==> src/rtl/seg7_scan_driver.sv <==
// seg7_scan_driver
// Time-multiplexed 4-digit seven-segment scan driver for a common-anode display.
// Takes a packed BCD word and scans it onto the display. It also handles:
//   - frame-synchronous capture, so a frame never mixes old and new digits
//   - leading-zero blanking
//   - a dash for nibbles A-F
//   - whole-display blink
//
// Ports:
//   clk        system clock
//   rst_n      asynchronous active-low reset
//   bcd_in     packed BCD, digit 3 = [15:12] ... digit 0 = [3:0]
//   dp_in      decimal point per digit, 1 = lit
//   load       capture bcd_in/dp_in (shown from the next frame boundary)
//   blank_lz   enable leading-zero blanking
//   blink_en   enable whole-display blink
//   seg_n      segments {g,f,e,d,c,b,a}, active-low
//   dp_n       decimal point, active-low
//   an_n       digit anodes, active-low, bit i = digit i
//   frame_done one-cycle pulse at each frame boundary
module seg7_scan_driver #(
  parameter int CLK_DIV      = 50000,
  parameter int BLINK_FRAMES = 64
) (
  input  logic        clk,
  input  logic        rst_n,
  input  logic [15:0] bcd_in,
  input  logic [3:0]  dp_in,
  input  logic        load,
  input  logic        blank_lz,
  input  logic        blink_en,
  output logic [6:0]  seg_n,
  output logic        dp_n,
  output logic [3:0]  an_n,
  output logic        frame_done
);

  localparam int CW = (CLK_DIV > 2) ? $clog2(CLK_DIV) : 1;
  localparam int BW = (BLINK_FRAMES > 1) ? $clog2(BLINK_FRAMES) : 1;
  localparam logic [CW-1:0] CNT_MAX   = CW'(CLK_DIV - 1);
  localparam logic [BW-1:0] BLINK_MAX = BW'(BLINK_FRAMES - 1);

  // {bcd[15:0], dp[3:0]}
  logic [19:0]   pend_q, pend_d;
  logic [19:0]   disp_q, disp_d;
  logic [CW-1:0] cnt_q, cnt_d;
  logic [1:0]    idx_q, idx_d;
  logic [BW-1:0] bcnt_q, bcnt_d;
  logic          phase_q, phase_d;
  logic [6:0]    seg_n_q, seg_n_d;
  logic          dp_n_q, dp_n_d;
  logic [3:0]    an_n_q, an_n_d;
  logic          fd_q, fd_d;

  logic       tick, boundary, blank;
  logic [3:0] nib;
  logic       d3z, d2z, d1z;

  function automatic logic [6:0] dec7(input logic [3:0] n);
    case (n)
      4'd0:    dec7 = 7'h40;
      4'd1:    dec7 = 7'h79;
      4'd2:    dec7 = 7'h24;
      4'd3:    dec7 = 7'h30;
      4'd4:    dec7 = 7'h19;
      4'd5:    dec7 = 7'h12;
      4'd6:    dec7 = 7'h02;
      4'd7:    dec7 = 7'h78;
      4'd8:    dec7 = 7'h00;
      4'd9:    dec7 = 7'h10;
      default: dec7 = 7'h3F;  // non-BCD nibble: dash (g only)
    endcase
  endfunction

  always_comb begin
    tick     = (cnt_q == CNT_MAX);
    boundary = tick && (idx_q == 2'd3);

    cnt_d = tick ? '0 : cnt_q + 1'b1;
    idx_d = tick ? idx_q + 2'd1 : idx_q;

    // A load on the boundary edge goes straight to the display so the newest value wins.
    pend_d = load ? {bcd_in, dp_in} : pend_q;
    disp_d = disp_q;
    if (boundary) disp_d = load ? {bcd_in, dp_in} : pend_q;

    bcnt_d  = bcnt_q;
    phase_d = phase_q;
    if (!blink_en) begin
      bcnt_d  = '0;
      phase_d = 1'b1;
    end else if (boundary) begin
      if (bcnt_q == BLINK_MAX) begin
        bcnt_d  = '0;
        phase_d = ~phase_q;
      end else begin
        bcnt_d = bcnt_q + 1'b1;
      end
    end

    case (idx_q)
      2'd0:    nib = disp_q[7:4];
      2'd1:    nib = disp_q[11:8];
      2'd2:    nib = disp_q[15:12];
      default: nib = disp_q[19:16];
    endcase

    d3z = (disp_q[19:16] == 4'd0);
    d2z = (disp_q[15:12] == 4'd0);
    d1z = (disp_q[11:8] == 4'd0);
    case (idx_q)
      2'd3:    blank = blank_lz && d3z;
      2'd2:    blank = blank_lz && d3z && d2z;
      2'd1:    blank = blank_lz && d3z && d2z && d1z;
      default: blank = 1'b0;
    endcase

    seg_n_d = blank ? 7'h7F : dec7(nib);
    dp_n_d  = ~disp_q[idx_q];
    // First cycle of each slot is dead time so the previous digit does not ghost.
    an_n_d  = ((cnt_q == '0) || !phase_q) ? 4'hF : ~(4'b0001 << idx_q);
    fd_d    = boundary;
  end

  always_ff @(posedge clk or negedge rst_n) begin
    if (!rst_n) begin
      cnt_q   <= '0;
      idx_q   <= '0;
      pend_q  <= '0;
      disp_q  <= '0;
      bcnt_q  <= '0;
      phase_q <= 1'b1;
      seg_n_q <= 7'h7F;
      dp_n_q  <= 1'b1;
      an_n_q  <= 4'hF;
      fd_q    <= 1'b0;
    end else begin
      cnt_q   <= cnt_d;
      idx_q   <= idx_d;
      pend_q  <= pend_d;
      disp_q  <= disp_d;
      bcnt_q  <= bcnt_d;
      phase_q <= phase_d;
      seg_n_q <= seg_n_d;
      dp_n_q  <= dp_n_d;
      an_n_q  <= an_n_d;
      fd_q    <= fd_d;
    end
  end

  assign seg_n      = seg_n_q;
  assign dp_n       = dp_n_q;
  assign an_n       = an_n_q;
  assign frame_done = fd_q;

endmodule

==> config.mk <==
export PLATFORM = sky130hd
export DESIGN_NAME = seg7_scan_driver
export DESIGN_NICKNAME = d
export VERILOG_FILES = /design/src/rtl/seg7_scan_driver.sv
export SDC_FILE = /design/constraint.sdc
export NUM_CORES = 1
export LEC_CHECK = 0
export CAP_MARGIN = 25
export CORE_AREA = 2 2 124 126
export DETAILED_ROUTE_END_ITERATION = 6
export DIE_AREA = 0 0 126 128
export SKIP_CTS_REPAIR_TIMING = 1
export SLEW_MARGIN = 20
export SYNTH_ARGS = -nofsm -noshare
export SYNTH_HDL_FRONTEND = slang
export SYNTH_SLANG_ARGS = --single-unit
export TNS_END_PERCENT = 30
==> constraint.sdc <==
create_clock -name clk -period 3.1 [get_ports clk]
set_input_delay 0.62 -clock clk [delete_from_list [all_inputs] [get_ports clk]]
set_output_delay 0.62 -clock clk [all_outputs]
set_load 0.02 [all_outputs]
==> metrics.cfg, run 1 <==
[finish]
layout_common_cells=dfrtp_1 (65), clkdlybuf4s50_1 (36), mux2_2 (23), mux2_4 (20), inv_1 (17)
final_common_cell=dfrtp_1
drive_gt1_frac=0.254
n_antenna_cell=0
nFillCells=1510
regArea_um2=1970
nets=367
multi_input_area_um2=1580
syn_to_final_growth_pct=24.8

[route]
firstDrtPassIters=7
finalWirelength_mm=7.28
vias=2377
postRouteAntennaNets=0
dr.first_iter.drc_count=235
wl_per_cell_um=13.9
drcViolationCount=2
vias_per_cell=4.54

[sta]
tightest_slew_ns=0.533
period_needed_ns=2.25
period_share=0.725
fmax_ghz=0.445
slew_violations=0
finalClockSkew_ns=0.00833
finalSetupTns_ns=0
maxSlewHeadroom=0.635
rsz0062_at_grt=no
finalHoldViolations=0
setup_viol=0
whs_ns=0.206

[global_route]
grt_use_met3=0.0371
grt_util_met2=0.147
grt_pass1_vias=2441
grt_start_max_net_pins=79
grt_pass1_wl_mm=12.4
gr-total-overflow=0
grt_usage=0.0969
antenna_found_initial=0
grt_use_met1=0.125
busiest_layer=met2

[die]
core_um2=14900
start_util=0.246
die_area_um2=16100
die_w_um=126
die_y_um=128
rows=45
io_pins=38

[placement]
hpwlAfterDp_mm=4.99
gp_congestion=0.803
portBuffers=37

[run_status]
status=finished with violations
violations=DRC

[setup_path]
criticalPathCategory=flip-flop to flip-flop
reg2reg_slack_ns=0.85
crit_fanout=7
crit_required_ns=3.35
startpoint_type=flip-flop
reg2reg_depth=8
critPathArrivalTime_ns=2.50
rr_endpoint=seg_n[4]
r2r_start=idx_q[1]
worst_setup_path_end_kind=flip-flop

[clocking]
htree_levels=3
cts_tree=built
cts_buffers=9
path_clk_slew_ns=0.06
clock-sinks=78
clockRootBuffer=clkbuf_16
clock_latency_ns=0.34
ctsLongestPathBuffers=2

[logic_synthesis]
async_reset_ff_frac=1.00
synth.top_cell.area_share=0.445
synthDistinctLibCells=44
ys_top_cells_by_area=dfrtp_1 (45%), dfstp_2 (9.3%), mux2_4 (8.2%)
netlist_instances=286
synth_area_per_cell_um2=12.8
synth_seq_cells=78
yosys_warnings=0
ys_seq_area_frac=0.539
synth_ff_type=dfrtp_1
synth_fp_nets=323
syn_area_um2=3650
yosys.area.top_type=dfrtp_1
synth_edf_count=0

[min_path]
hp-class=primary input to async pin

[power]
finalPower_mw=2.34
leakage_nw=2.05
peakVddDrop_v=0.000400
p_per_area_nw_per_um2=512

[job]
cap_violations=0

## worst max-delay path by stage
| stage | start | to | slack (ns) | cells past startpoint |
|---|---|---|---|---|
| global placement | cnt_q[11] | disp_q[1] | 0.86 | 5 |
| finish | idx_q[1] | seg_n[4] | 0.85 | 8 |
| floorplan | cnt_q[11] | disp_q[0] | 1.12 | 5 |
| detailed placement | cnt_q[11] | disp_q[7] | 0.82 | 5 |
| global route | idx_q[0] | seg_n[4] | 0.65 | 8 |
| CTS | cnt_q[11] | disp_q[7] | 0.81 | 5 |
## worst max-delay path, cell delays in order (launching register included)
cell,delay [ns]
dfrtp_1,0.42
inv_1,0.11
ha_1,0.27
a222oi_1,0.38
mux2_2,0.28
inv_1,0.13
ha_1,0.24
and3_1,0.14
o21ai_0,0.19
## logic make-up (layout without fill, tap and decap cells)
logic type               after synthesis  in the layout  share of synthesized area
flip-flops                            78             78                      0.539
AND/OR/NAND/NOR                       75             75                      0.123
multiplexers                          48             48                      0.170
AO/OA/AOI/OAI                         35             35                     0.0657
buffers and inverters                 25             74                     0.0305
XOR/XNOR                              13             13                     0.0312
adder cells (fa/ha/maj)               12             12                     0.0411
## routing by layer
metal	vias up	wire length (um)
li1	1126	-
met1	1186	3350
met3	13	418
met5	-	0
met2	52	3400
met4	0	115
## Yosys cell counts, drive strengths merged, types with 3 or more instances
library cell,n
mux2,43
clkbuf,4
xnor2,7
nor4b,3
nor3,4
a21oi,6
or3,3
nor2,12
mux2i,4
a222oi,4
nand3,12
inv,17
nor4,6
xor2,6
dfrtp,65
and3,5
o21ai,12
ha,12
dfstp,13
or4,4
buf,4
nand2,13
nand4,7
## state kept, by name, summed over array words and instances, names as in the netlist
register and count:
phase_q 1, an_n 4, frame_done 1, pend_q 20, dp_n 1, bcnt_q 6, cnt_q 16, disp_q 20
seg_n 7, idx_q 2
## where the power goes
| part | switching, mW | total [mW] | internal, mW |
|---|---|---|---|
| registers | 0.0201 | 1.09 | 1.07 |
| logic | 0.0810 | 0.181 | 0.0999 |
| clock network | 0.431 | 1.06 | 0.630 |
## per-stage QoR
step | instance area (um^2) | setup slack [ns] | utilization | std cells
after floorplan | 3650 | 1.12 | - | 286
after global placement | 4230 | 0.863 | 0.285 | 506
after detailed placement | 4230 | 0.819 | 0.285 | 506
after CTS | 4530 | 0.815 | 0.305 | 522
after global routing | 4560 | 0.655 | 0.307 | 523
final | 4560 | 0.854 | 0.307 | 523
## cell type report
type	instances	share of cell area
sequential	78	0.432
multi-input combinational	183	0.345
timing repair buffer	41	0.0916
tap	188	0.0516
clock buffer	10	0.0502
clock inverter	6	0.0156
inverter	17	0.0140
Note: power is estimated with default switching activity, not from simulation.
==> run 2, diff against run 1 <==
==> constraint.sdc (replaced) <==
create_clock -name clk -period 2.11 [get_ports clk]
set_input_delay 0.422 -clock clk [delete_from_list [all_inputs] [get_ports clk]]
set_output_delay 0.422 -clock clk [all_outputs]
set_load 0.02 [all_outputs]
==> run 2 against run 1 <==
  * The run now ends clean
  * Core utilization is 0.98 points higher
  * First-iteration DRC count is 20% lower
  * Non-clock buffer count is 13 higher
  * Sequential power is 48% higher
  * Critical path type unchanged
==> metrics.cfg, run 2 (synthesized netlist as in run 1, its figures left out) <==
[run_status]
status=complete, no violations

[placement]
portBuffers=37
hpwlAfterDp_mm=5.37
gp_congestion=0.859
dp.cells=520

[finish]
nets=380
nFillCells=1494
layout_common_cells=dfrtp_1 (65), clkdlybuf4s50_1 (36), mux2_2 (22), mux2_4 (21), inv_1 (17)
instances_no_fill=536
drive_gt1_frac=0.290
finish.utilization=0.317
reg_top3=disp_q (20), pend_q (20), cnt_q (16)
syn_to_final_growth_pct=28.8
n_antenna_cell=0
final_common_cell=dfrtp_1

[clocking]
path_clk_slew_ns=0.06
ctsLongestPathBuffers=2
htree_levels=3
cts_tree=built
clock_latency_ns=0.34
cts_buffers=9
clockRootBuffer=clkbuf_16
clock-sinks=78

[setup_path]
crit_required_ns=2.38
crit_fanout=7
worstPathCellList=inv_1 -> ha_1 -> a222oi_1 -> mux2_4 -> inv_1 -> ha_1 -> and3_1 -> o21ai_0
critPathMaxStageDelay_ns=0.37
worst_setup_path_end_kind=flip-flop
startpoint_type=flip-flop
worst_path_max_delay_cell=a222oi_1
criticalPathCategory=flip-flop to flip-flop
critPathArrivalTime_ns=2.27

[min_path]
hp-class=primary input to async pin

[route]
dr.first_iter.drc_count=189
finalWirelength_mm=7.54
vias_per_cell=4.50
drcViolationCount=0
vias=2412
postRouteAntennaNets=0
wl_per_cell_um=14.1
firstDrtPassIters=4

[global_route]
grt_usage=0.0997
gr-total-overflow=0
antenna_found_initial=0
grt_pass1_wl_mm=12.8
grt_start_max_net_pins=39
grt_pass1_vias=2524

[die]
start_util=0.246
rows=45
core_um2=14900
die_area_um2=16100
die_w_um=126
io_pins=38
die_y_um=128

[power]
p_per_area_nw_per_um2=750
leakage_nw=2.14
peakVddDrop_v=0.000388

[job]
cap_violations=0

[sta]
finalHoldViolations=0
maxSlewHeadroom=0.655
slew_violations=0
whs_ns=0.0467
fmax_ghz=0.498
finalSetupTns_ns=0
rsz0062_at_grt=no
period_share=0.952
finalClockSkew_ns=0.00764
period_needed_ns=2.01
tightest_slew_ns=0.515
setup_viol=0

## run 2: worst max-delay path, delay by kind of cell, from the launching register on
| family | cells | cell delay, ns |
|---|---|---|
| buffers and inverters | 2 | 0.19 |
| and+or+nand+nor | 1 | 0.15 |
| DFF | 1 | 0.34 |
| adders and majority gates | 2 | 0.51 |
| muxes | 1 | 0.21 |
| AOI/OAI and AO/OA | 2 | 0.52 |
## run 2: per-layer routing
metal / up-vias / GRT usage / share of wire
li1: 1151 / - / -
met5: - / 0 / 0
met3: 12 / 0.0367 / 0.055
met1: 1193 / 0.129 / 0.45
met4: 0 / 0.0375 / 0.021
met2: 56 / 0.152 / 0.47
## run 2: through the flow
step,setup slack (ns),instance area [um^2],power (mW)
2_1_floorplan,0.130,3650,1.76
3_3_place_gp,0.174,4380,1.90
3_5_place_dp,0.0737,4380,1.91
4_1_cts,0.0695,4690,3.58
5_1_grt,0.00752,4710,3.68
6_report,0.101,4710,3.53
## run 2: power by group
group          leakage [nW]  internal, mW  total [mW]  switching (mW)
combinational          1.02         0.153       0.275           0.121
sequential            0.963          1.58        1.61          0.0287
clock                 0.156          1.04        1.65           0.614
total                  2.14          2.77        3.53           0.764
## run 2: final cells by class
class	count	area (um^2)	share of cell area
clock inverters	6	87.6	0.0186
multi-input cells	183	1590	0.338
well taps	188	235	0.0500
flip-flops and latches	78	1970	0.418
clock buffers	10	229	0.0486
inverters	17	63.8	0.0136
repair buffers	54	533	0.113
## run 2: path summary, 6_finish.rpt
kind                       startpoint        end  slack (ns)  depth (start not counted)
min                             rst_n  pend_q[0]        0.05                          1
max                          idx_q[1]   seg_n[4]        0.10                          8
min in group clk            pend_q[7]  pend_q[7]        0.50                          1
max reg2reg                  idx_q[1]   seg_n[4]        0.10                          8
max in group asynchronous       rst_n    an_n[3]        1.47                          2
min reg2reg                 pend_q[7]  pend_q[7]        0.50                          1
